[config.mk]
export PLATFORM = sky130hd
export DESIGN_NAME = ysyx_22040759_scoreboard
export DESIGN_NICKNAME = d
export VERILOG_FILES = /design/src/rtl/ysyx_22040759_scoreboard_pkg.sv /design/src/rtl/ysyx_22040759_sb_cnt.sv /design/src/rtl/ysyx_22040759_scoreboard.sv
export SDC_FILE = /design/constraint.sdc
export NUM_CORES = 1
export LEC_CHECK = 0
export ABC_AREA = 1
export BUFFER_PORTS_ARGS = -buffer_cell sky130_fd_sc_hd__buf_2
export CAP_MARGIN = 20
export CORE_ASPECT_RATIO = 1.5
export CORE_MARGIN = 5
export CORE_UTILIZATION = 29
export DETAILED_ROUTE_END_ITERATION = 7
export REMOVE_ABC_BUFFERS = 1
export SETUP_SLACK_MARGIN = 0.05
export SLEW_MARGIN = 20
export SYNTH_ARGS = -nofsm -noshare
export SYNTH_HDL_FRONTEND = slang
export SYNTH_SLANG_ARGS = --single-unit
[constraint.sdc]
create_clock -name clk -period 3 [get_ports clk]
set_clock_uncertainty 0.15 [all_clocks]
set_input_delay 0.15 -clock clk [delete_from_list [all_inputs] [get_ports clk]]
set_output_delay 0.15 -clock clk [all_outputs]
set_load 0.02 [all_outputs]
[src/rtl/ysyx_22040759_scoreboard_pkg.sv]
// Shared scoreboard constants. These mirror the ysyx_22040759_define.v
// values so the scoreboard defaults track the rest of the core.
package ysyx_22040759_scoreboard_pkg;

    // Architectural register address width.
    localparam int unsigned SbRaw    = 5;
    // Architectural register count (2**SbRaw).
    localparam int unsigned SbNreg   = 32;
    // Maximum in-flight long-latency writes to a single register.
    localparam int unsigned SbMaxOut = 3;

    // Width needed to count 0..max_out inclusive.
    function automatic int unsigned sb_cnt_width(input int unsigned max_out);
        return $clog2(max_out + 1);
    endfunction

endpackage

[src/rtl/ysyx_22040759_sb_cnt.sv]
// Per-register pending-write counter: increments on issue of a long-latency
// write, decrements on its retirement and flags a retire with nothing pending.
module ysyx_22040759_sb_cnt #(
    parameter int unsigned CW      = 2,
    parameter int unsigned MAX_OUT = 3
) (
    input  logic          clk_i,
    input  logic          rst_ni,
    input  logic          inc_i,
    input  logic          dec_i,
    output logic [CW-1:0] cnt_o,
    output logic          underflow_o
);

    localparam logic [CW-1:0] MaxCnt = CW'(MAX_OUT);

    logic [CW-1:0] cnt_q, cnt_d;

    // Next count; a coincident inc and dec cancel and cannot underflow.
    always_comb begin
        cnt_d       = cnt_q;
        underflow_o = 1'b0;
        if (inc_i && !dec_i) begin
            // Issue is already blocked at MaxCnt; saturate as a backstop.
            if (cnt_q != MaxCnt) begin
                cnt_d = cnt_q + 1'b1;
            end
        end else if (dec_i && !inc_i) begin
            if (cnt_q == '0) begin
                underflow_o = 1'b1;
            end else begin
                cnt_d = cnt_q - 1'b1;
            end
        end
    end

    // Counter register with synchronous active-low reset.
    always_ff @(posedge clk_i) begin
        if (!rst_ni) begin
            cnt_q <= '0;
        end else begin
            cnt_q <= cnt_d;
        end
    end

    assign cnt_o = cnt_q;

endmodule

[src/rtl/ysyx_22040759_scoreboard.sv]
// Register scoreboard for long-latency writes (load/mul/div). Tracks pending
// writes per register and stalls ID on RAW, WAW and per-register overflow.
// Define YSYX_22040759_HZD_PERF_EN to add the stall_cycles perf counter.
module ysyx_22040759_scoreboard
    import ysyx_22040759_scoreboard_pkg::*;
#(
    parameter int unsigned NREG    = SbNreg,
    parameter int unsigned RAW     = SbRaw,
    parameter int unsigned MAX_OUT = SbMaxOut
) (
    input  logic           clk,
    input  logic           rst_n,
    input  logic           id_valid,
    input  logic           id_fire,
    input  logic [RAW-1:0] id_rs1,
    input  logic [RAW-1:0] id_rs2,
    input  logic [RAW-1:0] id_rd,
    input  logic           id_rs1_ren,
    input  logic           id_rs2_ren,
    input  logic           id_rd_wen,
    input  logic           id_long,
    input  logic           wb_valid,
    input  logic           wb_long,
    input  logic [RAW-1:0] wb_rd,
    output logic           pcwrite,
    output logic           IF_ID_write,
    output logic           en_control,
    output logic           err_underflow
`ifdef YSYX_22040759_HZD_PERF_EN
    ,
    output logic [31:0]    stall_cycles
`endif
);

    localparam int unsigned   CW     = sb_cnt_width(MAX_OUT);
    localparam logic [CW-1:0] MaxCnt = CW'(MAX_OUT);

    logic [CW-1:0]   cnt_all [NREG];
    logic [NREG-1:0] inc_vec;
    logic [NREG-1:0] dec_vec;
    logic [NREG-1:0] uflow_vec;

    logic haz_raw, haz_waw, haz_full;
    logic rs1_busy, rs2_busy;
    logic stall_hz, stall;
    logic inc_en, dec_en;
    logic err_q, err_d;

    // Hazard detection from registered counts and live ID fields.
    always_comb begin
        rs1_busy = id_rs1_ren && (id_rs1 != '0) && (cnt_all[id_rs1] != '0);
        rs2_busy = id_rs2_ren && (id_rs2 != '0) && (cnt_all[id_rs2] != '0);
        haz_raw  = id_valid && (rs1_busy || rs2_busy);
        haz_waw  = id_valid && id_rd_wen && (id_rd != '0) && (cnt_all[id_rd] != '0) && !id_long;
        haz_full = id_valid && id_rd_wen && id_long && (id_rd != '0)
                   && (cnt_all[id_rd] == MaxCnt);
        stall_hz = haz_raw || haz_waw || haz_full;
        // Outputs are quiet during reset; counters are being cleared anyway.
        stall    = rst_n && stall_hz;
        // A fire while stalled is not a real issue.
        inc_en   = id_fire && id_rd_wen && id_long && (id_rd != '0) && !stall_hz;
        // Retirement takes effect next cycle: no same-cycle forwarding.
        dec_en   = wb_valid && wb_long && (wb_rd != '0);
    end

    assign pcwrite     = stall;
    assign IF_ID_write = stall;
    assign en_control  = stall;

    // Register 0 is hard-wired zero and never pends.
    assign cnt_all[0]   = '0;
    assign inc_vec[0]   = 1'b0;
    assign dec_vec[0]   = 1'b0;
    assign uflow_vec[0] = 1'b0;

    for (genvar i = 1; i < NREG; i++) begin : g_cnt
        assign inc_vec[i] = inc_en && (id_rd == RAW'(i));
        assign dec_vec[i] = dec_en && (wb_rd == RAW'(i));

        ysyx_22040759_sb_cnt #(
            .CW      (CW),
            .MAX_OUT (MAX_OUT)
        ) u_cnt (
            .clk_i       (clk),
            .rst_ni      (rst_n),
            .inc_i       (inc_vec[i]),
            .dec_i       (dec_vec[i]),
            .cnt_o       (cnt_all[i]),
            .underflow_o (uflow_vec[i])
        );
    end

    // Sticky underflow: any retire with nothing pending.
    always_comb begin
        err_d = err_q || (|uflow_vec);
    end

    // Underflow flag register.
    always_ff @(posedge clk) begin
        if (!rst_n) begin
            err_q <= 1'b0;
        end else begin
            err_q <= err_d;
        end
    end

    assign err_underflow = err_q;

`ifdef YSYX_22040759_HZD_PERF_EN
    logic [31:0] stall_cnt_q, stall_cnt_d;

    // Saturating count of stalled cycles.
    always_comb begin
        stall_cnt_d = stall_cnt_q;
        if (stall && (stall_cnt_q != '1)) begin
            stall_cnt_d = stall_cnt_q + 32'd1;
        end
    end

    // Perf counter register.
    always_ff @(posedge clk) begin
        if (!rst_n) begin
            stall_cnt_q <= '0;
        end else begin
            stall_cnt_q <= stall_cnt_d;
        end
    end

    assign stall_cycles = stall_cnt_q;
`endif

endmodule

[Word level (Yosys, flattened, before mapping)]
Cells that the tools add are included.
Widths: inputs -> output; s select.
Cells by class
  bitwise logic cells: 3
  reduce and logical (&&, ||, !) cells: 312
  mux-type cells: 226
  $add $sub $neg: 62
  $lt $le $gt $ge: 3
  equal/unequal tests: 156
Operator list (number)
  $mux 2: 130
  $eq 5x5->1 const B: 32
  $logic_and 1x1->1: 143
  $ne 2x2->1 const B: 62
  $mux 1: 93
  $reduce_and 3->1: 31
  $eq 5x4->1 const B: 16
  $reduce_bool 2->1: 34
  $logic_not 1->1: 64
  $add 2x1->2 const B: 31
  $logic_not 2->1: 31
  $ne 2x1->1 const B: 31
  $sub 2x1->2 const B: 31
  $eq 5x3->1 const B: 8
  $reduce_or 31->1: 1
  $bmux 2 s5: 3
  $eq 5x2->1 const B: 4
  $reduce_bool 5->1: 4
  $ge 6x6->1 const B: 3
  $not 5->6: 3
  $eq 5x1->1 const B: 2
  $logic_or 1x1->1: 4
  $eq 2x2->1 const B: 1
Storage, ports and cells
  logic and storage cells: 794
  output and inout bits: 4
  register bits after elaboration: 63
  input bits: 30

[Depth between registers and ports, before layout]
  depth after elaboration: 19
  depth in mapped cells: 24
  mapped depth without buffers: 23

[By module]
Synthesis repeated with hierarchy kept, for this count alone.
Unflattened totals
  cell total of the unflattened synthesis: 1097
  area, all modules: 6505.0 um^2
Modules (own cells, without submodules)
  ysyx_22040759_sb_cnt: cells an instance 18, sequential area each 40.0 um^2, times used 31, area an instance 130.1 um^2
  ysyx_22040759_scoreboard: cells an instance 539, sequential area each 20.0 um^2, times used 1, area an instance 2471.1 um^2

[Worst setup path before layout]
No wires, ideal clock.
  path type: input port to output port
  start point: input port id_rd[0]
  end point: output port en_control
  data arrival time: 2022 ps
  stages: 17
  path slack: 678 ps
  required time: 2700 ps
  path through: buf_4 > buf_6 > nor2_4 > nand2_1 > nand2_1 > nor2_1 > nor2_1 > nor2_1 > nand2_1 > nand2_1 > nand2_1 > nand2_1 > nand2_1 > nand2_2 > buf_4 > a21oi_1 > buf_4
On the way
  longest elaborated chain between the ends: 10
  elaborated cells on any way between the ends: 15
  those cells by class: eq/ne (1); mux (3); bitwise (1); reduce/logical (10)
Ends and longest elaborated chain
  from (decl): line ysyx_22040759_scoreboard.sv:17  | input logic [RAW-1:0] id_rd,
  $not 5->6 (implied by the code): line ysyx_22040759_scoreboard.sv:54, ysyx_22040759_scoreboard.sv:56
  $bmux 2 s5: line ysyx_22040759_scoreboard.sv:54, ysyx_22040759_scoreboard.sv:56
  $mux 2 (implied by the code) (2 in a row): line ysyx_22040759_scoreboard.sv:54, ysyx_22040759_scoreboard.sv:56
  $reduce_bool 2->1: line ysyx_22040759_scoreboard.sv:54  | haz_waw = id_valid && id_rd_wen && (id_rd != '0) && (cnt_all[id_rd] != '0) && !id_long;
  $logic_and 1x1->1 (2 in a row): line ysyx_22040759_scoreboard.sv:54
  $logic_or 1x1->1: line ysyx_22040759_scoreboard.sv:57  | stall_hz = haz_raw || haz_waw || haz_full;
  $logic_or 1x1->1 *: line ysyx_22040759_scoreboard.sv:57
  $logic_and 1x1->1 *: line ysyx_22040759_scoreboard.sv:59  | stall = rst_n && stall_hz;
  to (decl): line ysyx_22040759_scoreboard.sv:27  | output logic en_control,
Mark *: on every way between the ends. The rest lies on a longest branch, timed or not. The select of a mux whose other input is x is not followed.

[Final worst setup path]
  start point: register g_cnt[5].u_cnt.cnt_q[1]
  end point: register err_q, in the netlist err_underflow
On the way
  longest elaborated chain between the ends: 18
  elaborated cells on any way between the ends: 214
  those cells by class: eq/ne (1); mux (72); reduce/logical (141)
Ends and longest elaborated chain
  from (decl): line ysyx_22040759_sb_cnt.sv:17  | logic [CW-1:0] cnt_q, cnt_d;
  from (signal assigned): line ysyx_22040759_sb_cnt.sv:42  | cnt_q <= cnt_d;
  $bmux 2 s5 (on tied branches): line ysyx_22040759_scoreboard.sv:51, ysyx_22040759_scoreboard.sv:52
  $mux 2 (on tied branches) (2 in a row): line ysyx_22040759_scoreboard.sv:51, ysyx_22040759_scoreboard.sv:52
  $reduce_bool 2->1 (on tied branches): line ysyx_22040759_scoreboard.sv:51, ysyx_22040759_scoreboard.sv:52
  $logic_and 1x1->1 (on tied branches): line ysyx_22040759_scoreboard.sv:51, ysyx_22040759_scoreboard.sv:52
  $logic_or 1x1->1: line ysyx_22040759_scoreboard.sv:53  | haz_raw = id_valid && (rs1_busy || rs2_busy);
  $logic_and 1x1->1: line ysyx_22040759_scoreboard.sv:53
  $logic_or 1x1->1 (2 in a row): line ysyx_22040759_scoreboard.sv:57
  $logic_not 1->1: line ysyx_22040759_scoreboard.sv:61  | inc_en = id_fire && id_rd_wen && id_long && (id_rd != '0) && !stall_hz;
  $logic_and 1x1->1: line ysyx_22040759_scoreboard.sv:61
  $logic_and 1x1->1: line ysyx_22040759_scoreboard.sv:77  | assign inc_vec[i] = inc_en && (id_rd == RAW'(i));
  $logic_not 1->1: line ysyx_22040759_sb_cnt.sv:28  | end else if (dec_i && !inc_i) begin
  $logic_and 1x1->1: line ysyx_22040759_sb_cnt.sv:28
  $mux 1: line ysyx_22040759_sb_cnt.sv:28
  $mux 1: line ysyx_22040759_sb_cnt.sv:23  | if (inc_i && !dec_i) begin
  $reduce_or 31->1 *: line ysyx_22040759_scoreboard.sv:95  | err_d = err_q || (|uflow_vec);
  $logic_or 1x1->1 *: line ysyx_22040759_scoreboard.sv:95
  to (signal assigned): line ysyx_22040759_scoreboard.sv:103  | err_q <= err_d;
  to (decl): line ysyx_22040759_scoreboard.sv:47  | logic err_q, err_d;
Marks and branches as above.
A chain may end at the register's enable or synchronous reset.

==> flow_metrics.py <==
metrics = {
    "place": {
        "gp_congestion": 1.04,
        "port-buffer-count": 33,
        "hpwl_um": 18500,
    },
    "flow_run": {
        "cap_violations": 0,
    },
    "critical_path": {
        "crit_chain": "o21ai_0 -> nand3_1 -> nor2_1 -> nor2_1 -> nand2_1 -> nand2_1 -> nand3_1 -> nand2_1 -> nand2_4 -> buf_12 -> nand4_1 -> nand3_1 -> nand2_1 -> nor2_1 -> nand2_1 -> nor2_1 -> a21oi_1",
        "critPathTopFamily": "simple AND/OR/NAND/NOR gates",
        "critPathSlowestCell": "o21ai_0",
        "required_ns": 3.08,
        "startpoint_type": "flop",
        "reg2regPathDepth": 17,
        "crit_fanout": 13,
        "crit_arrival_ns": 2.95,
        "worstSetupEndpointType": "flop",
        "rrSetupSlack_ns": 0.13,
        "crit_type": "reg2reg",
        "reg2reg_from": "g_cnt[5].u_cnt.cnt_o[1]",
        "crit_path_max_incr_delay_ns": 0.41,
        "r2r-end": "err_underflow",
        "crit_start": "g_cnt[5].u_cnt.cnt_o[1]",
        "critPathMostFrequentCell": "nand2_1",
        "path_buf_inv": 1,
    },
    "timing": {
        "slew_violations": 0,
        "fin_crit_sh": 0.956,
        "tightest_slew_ns": 0.584,
        "whs_ns": 0.171,
        "setup-tns-final_ns": 0,
        "hold_viol_final": 0,
        "max_freq_ghz": 0.349,
        "period_minus_slack_ns": 2.87,
        "setup_viol": 0,
        "rsz0062_at_grt": "true",
        "relSlewSlack": 0.610,
    },
    "power": {
        "swShare": 0.287,
        "pwr-share-comb": 0.145,
        "p_int_w": 0.00154,
        "seqPwrFrac": 0.391,
        "p_sw_w": 0.000619,
        "clock_power_share": 0.463,
        "powerDensity_mw_per_mm2": 332,
        "vdd.ir_drop.worst_mv": 0.253,
        "p_leak_nw": 2.84,
        "total_power_w": 0.00216,
    },
    "final_layout": {
        "utilization": 0.340,
        "antenna_cells": 0,
        "final_nets": 1094,
        "layout_commonest_cell": "nand2_1",
        "drive_above_1_share": 0.0973,
        "fillers": 2159,
        "final_cell_mix": "254 x nand2_1, 183 x nor2_1, 142 x inv_1",
        "syn_to_final_growth_pct": 16.0,
    },
    "synthesis": {
        "synth_top_area_share": 0.225,
        "synth.area.top_cells": "dfxtp_1 23%, nand2_1 17%, nor2_1 13%",
        "synth_warnings": 0,
        "synth_area_sq_mm": 0.00560,
        "yosysSeqAreaShare": 0.225,
        "yosysTopAreaCell": "dfxtp_1",
        "syn-instance-count": 1020,
        "synth.avg_cell_area_sq_um": 5.49,
        "ys_seq_elements": 63,
        "yosysUniqueCellTypes": 34,
    },
    "clock_network": {
        "cts_tree": "built",
        "cts_root_buffer": "clkbuf_16",
        "hold_buffers": 0,
        "path_clk_slew_ns": 0.06,
        "cts_max_path_buffers": 2,
        "htree_levels": 3,
        "clock_latency_ns": 0.35,
        "cts.sinks": 63,
        "cts_made_buffers": 9,
    },
    "detailed_routing": {
        "avgRoutedWirePerCell_um": 17.0,
        "top_layer": "met5",
        "routed_wl_um": 22600,
        "dr_total_vias": 6944,
        "firstDrtPassIters": 5,
        "drt_iter0_markers": 774,
        "vias_per_cell": 5.24,
        "drcViolationCount": 0,
        "wl_met3_um": 1350,
        "final_antenna_net_count": 0,
        "m1WireLength_um": 8530,
        "wl_met2_um": 11300,
    },
    "die": {
        "core_sq_mm": 0.0191,
        "die_w_um": 123,
        "ioPinCount": 34,
        "die_area_sq_mm": 0.0222,
        "die_h_um": 180,
        "rows": 62,
        "start_util": 0.293,
    },
    "global_routing": {
        "grt_start_max_net_pins": 31,
        "grt_pass1_wl_um": 35200,
        "grt_pass1_vias": 6543,
        "antenna_found_initial": 1,
        "grt-ovfl-total": 0,
        "track_usage": 0.207,
    },
    "run_status": {
        "status": "completed",
    },
    "worst_hold_path": {
        "hp-class": "in2reg",
        "hold_end": "g_cnt[6].u_cnt.cnt_o[0]",
        "min_delay_path_depth": 4,
        "hp-start": "rst_n",
    },
}
==> power by group through the flow <==
stage	combinational [W]	clock (W)	sequential [W]
after floorplan	0.000155	0	0.000862
after global placement	0.000305	0	0.000861
after detailed placement	0.000306	0	0.000861
after CTS	0.000307	0.00102	0.000843
after global routing	0.000340	0.00105	0.000843
final	0.000313	0.000999	0.000843
==> flip-flops by register name, indices dropped and copies added, names as in the netlist <==
| name | count |
|---|---|
| err_underflow | 1 |
| g_cnt.u_cnt.cnt_o | 62 |
==> worst max-delay path by stage <==
stage               depth (start not counted)  slack [ns]                       end
floorplan                                  12        0.44               IF_ID_write
global placement                           21        0.12             err_underflow
detailed placement                         19         0.1             err_underflow
CTS                                        19        0.09             err_underflow
global route                               21       0.003  g_cnt[25].u_cnt.cnt_o[0]
finish                                     17        0.13             err_underflow
==> cells by family after synthesis <==
logic type	synth area share
AOI/OAI and AO/OA	0.192
DFF	0.225
and+or+nand+nor	0.452
buffers and inverters	0.130
==> stage by stage <==
step                      instance area [sq um]  worst slack, ns  cells
after CTS                                  6460           0.0854   1324
after floorplan                            5430            0.437    990
after global placement                     6180            0.118   1308
after detailed placement                   6180           0.0992   1308
after global routing                       6490          0.00329   1325
final                                      6490            0.132   1325
==> timing repair <==
action	4_1_cts	5_1_grt
buffers inserted	0	1
setup endpoints to repair	0	25
endpoints found under the hold margin	0	0
gates resized for setup	0	9
==> cell type report <==
type	count	area [sq um]	area share
repair buffers	63	440	0.0678
clock inverters	3	17.5	0.00270
well taps	256	320	0.0493
multi-input cells	779	3640	0.560
inverters	148	556	0.0855
flip-flops and latches	63	1260	0.194
clock buffers	13	260	0.0401
==> synthesized netlist by cell type (all sizes together) <==
cell type  instances
nand2            259
nor2             195
inv              147
nand3             85
o21ai             69
dfxtp             63
a21oi             58
nand4             36
a211oi            24
buf               18
o211ai            13
clkbuf            12
nor3              11
a31oi             10
o2111ai            3
or2                3
a211o              2
nand3b             2
o21bai             2
o22ai              2
o31ai              2
a21o               1
a22oi              1
clkinv             1
nor3b              1
==> metal layers <==
layer | vias up | GRT usage
met2 | 271 | 0.356
met1 | 3167 | 0.234
met3 | 83 | 0.0339
met5 | - | 0
li1 | 3421 | -
met4 | 2 | 0.123
==> tightest hold or removal path, stage by stage <==
cell	delay [ns]
buf_2	0.10
buf_4	0.23
nand2_1	0.10
nor2_1	0.03
Note: power is estimated with default switching activity, not from simulation.
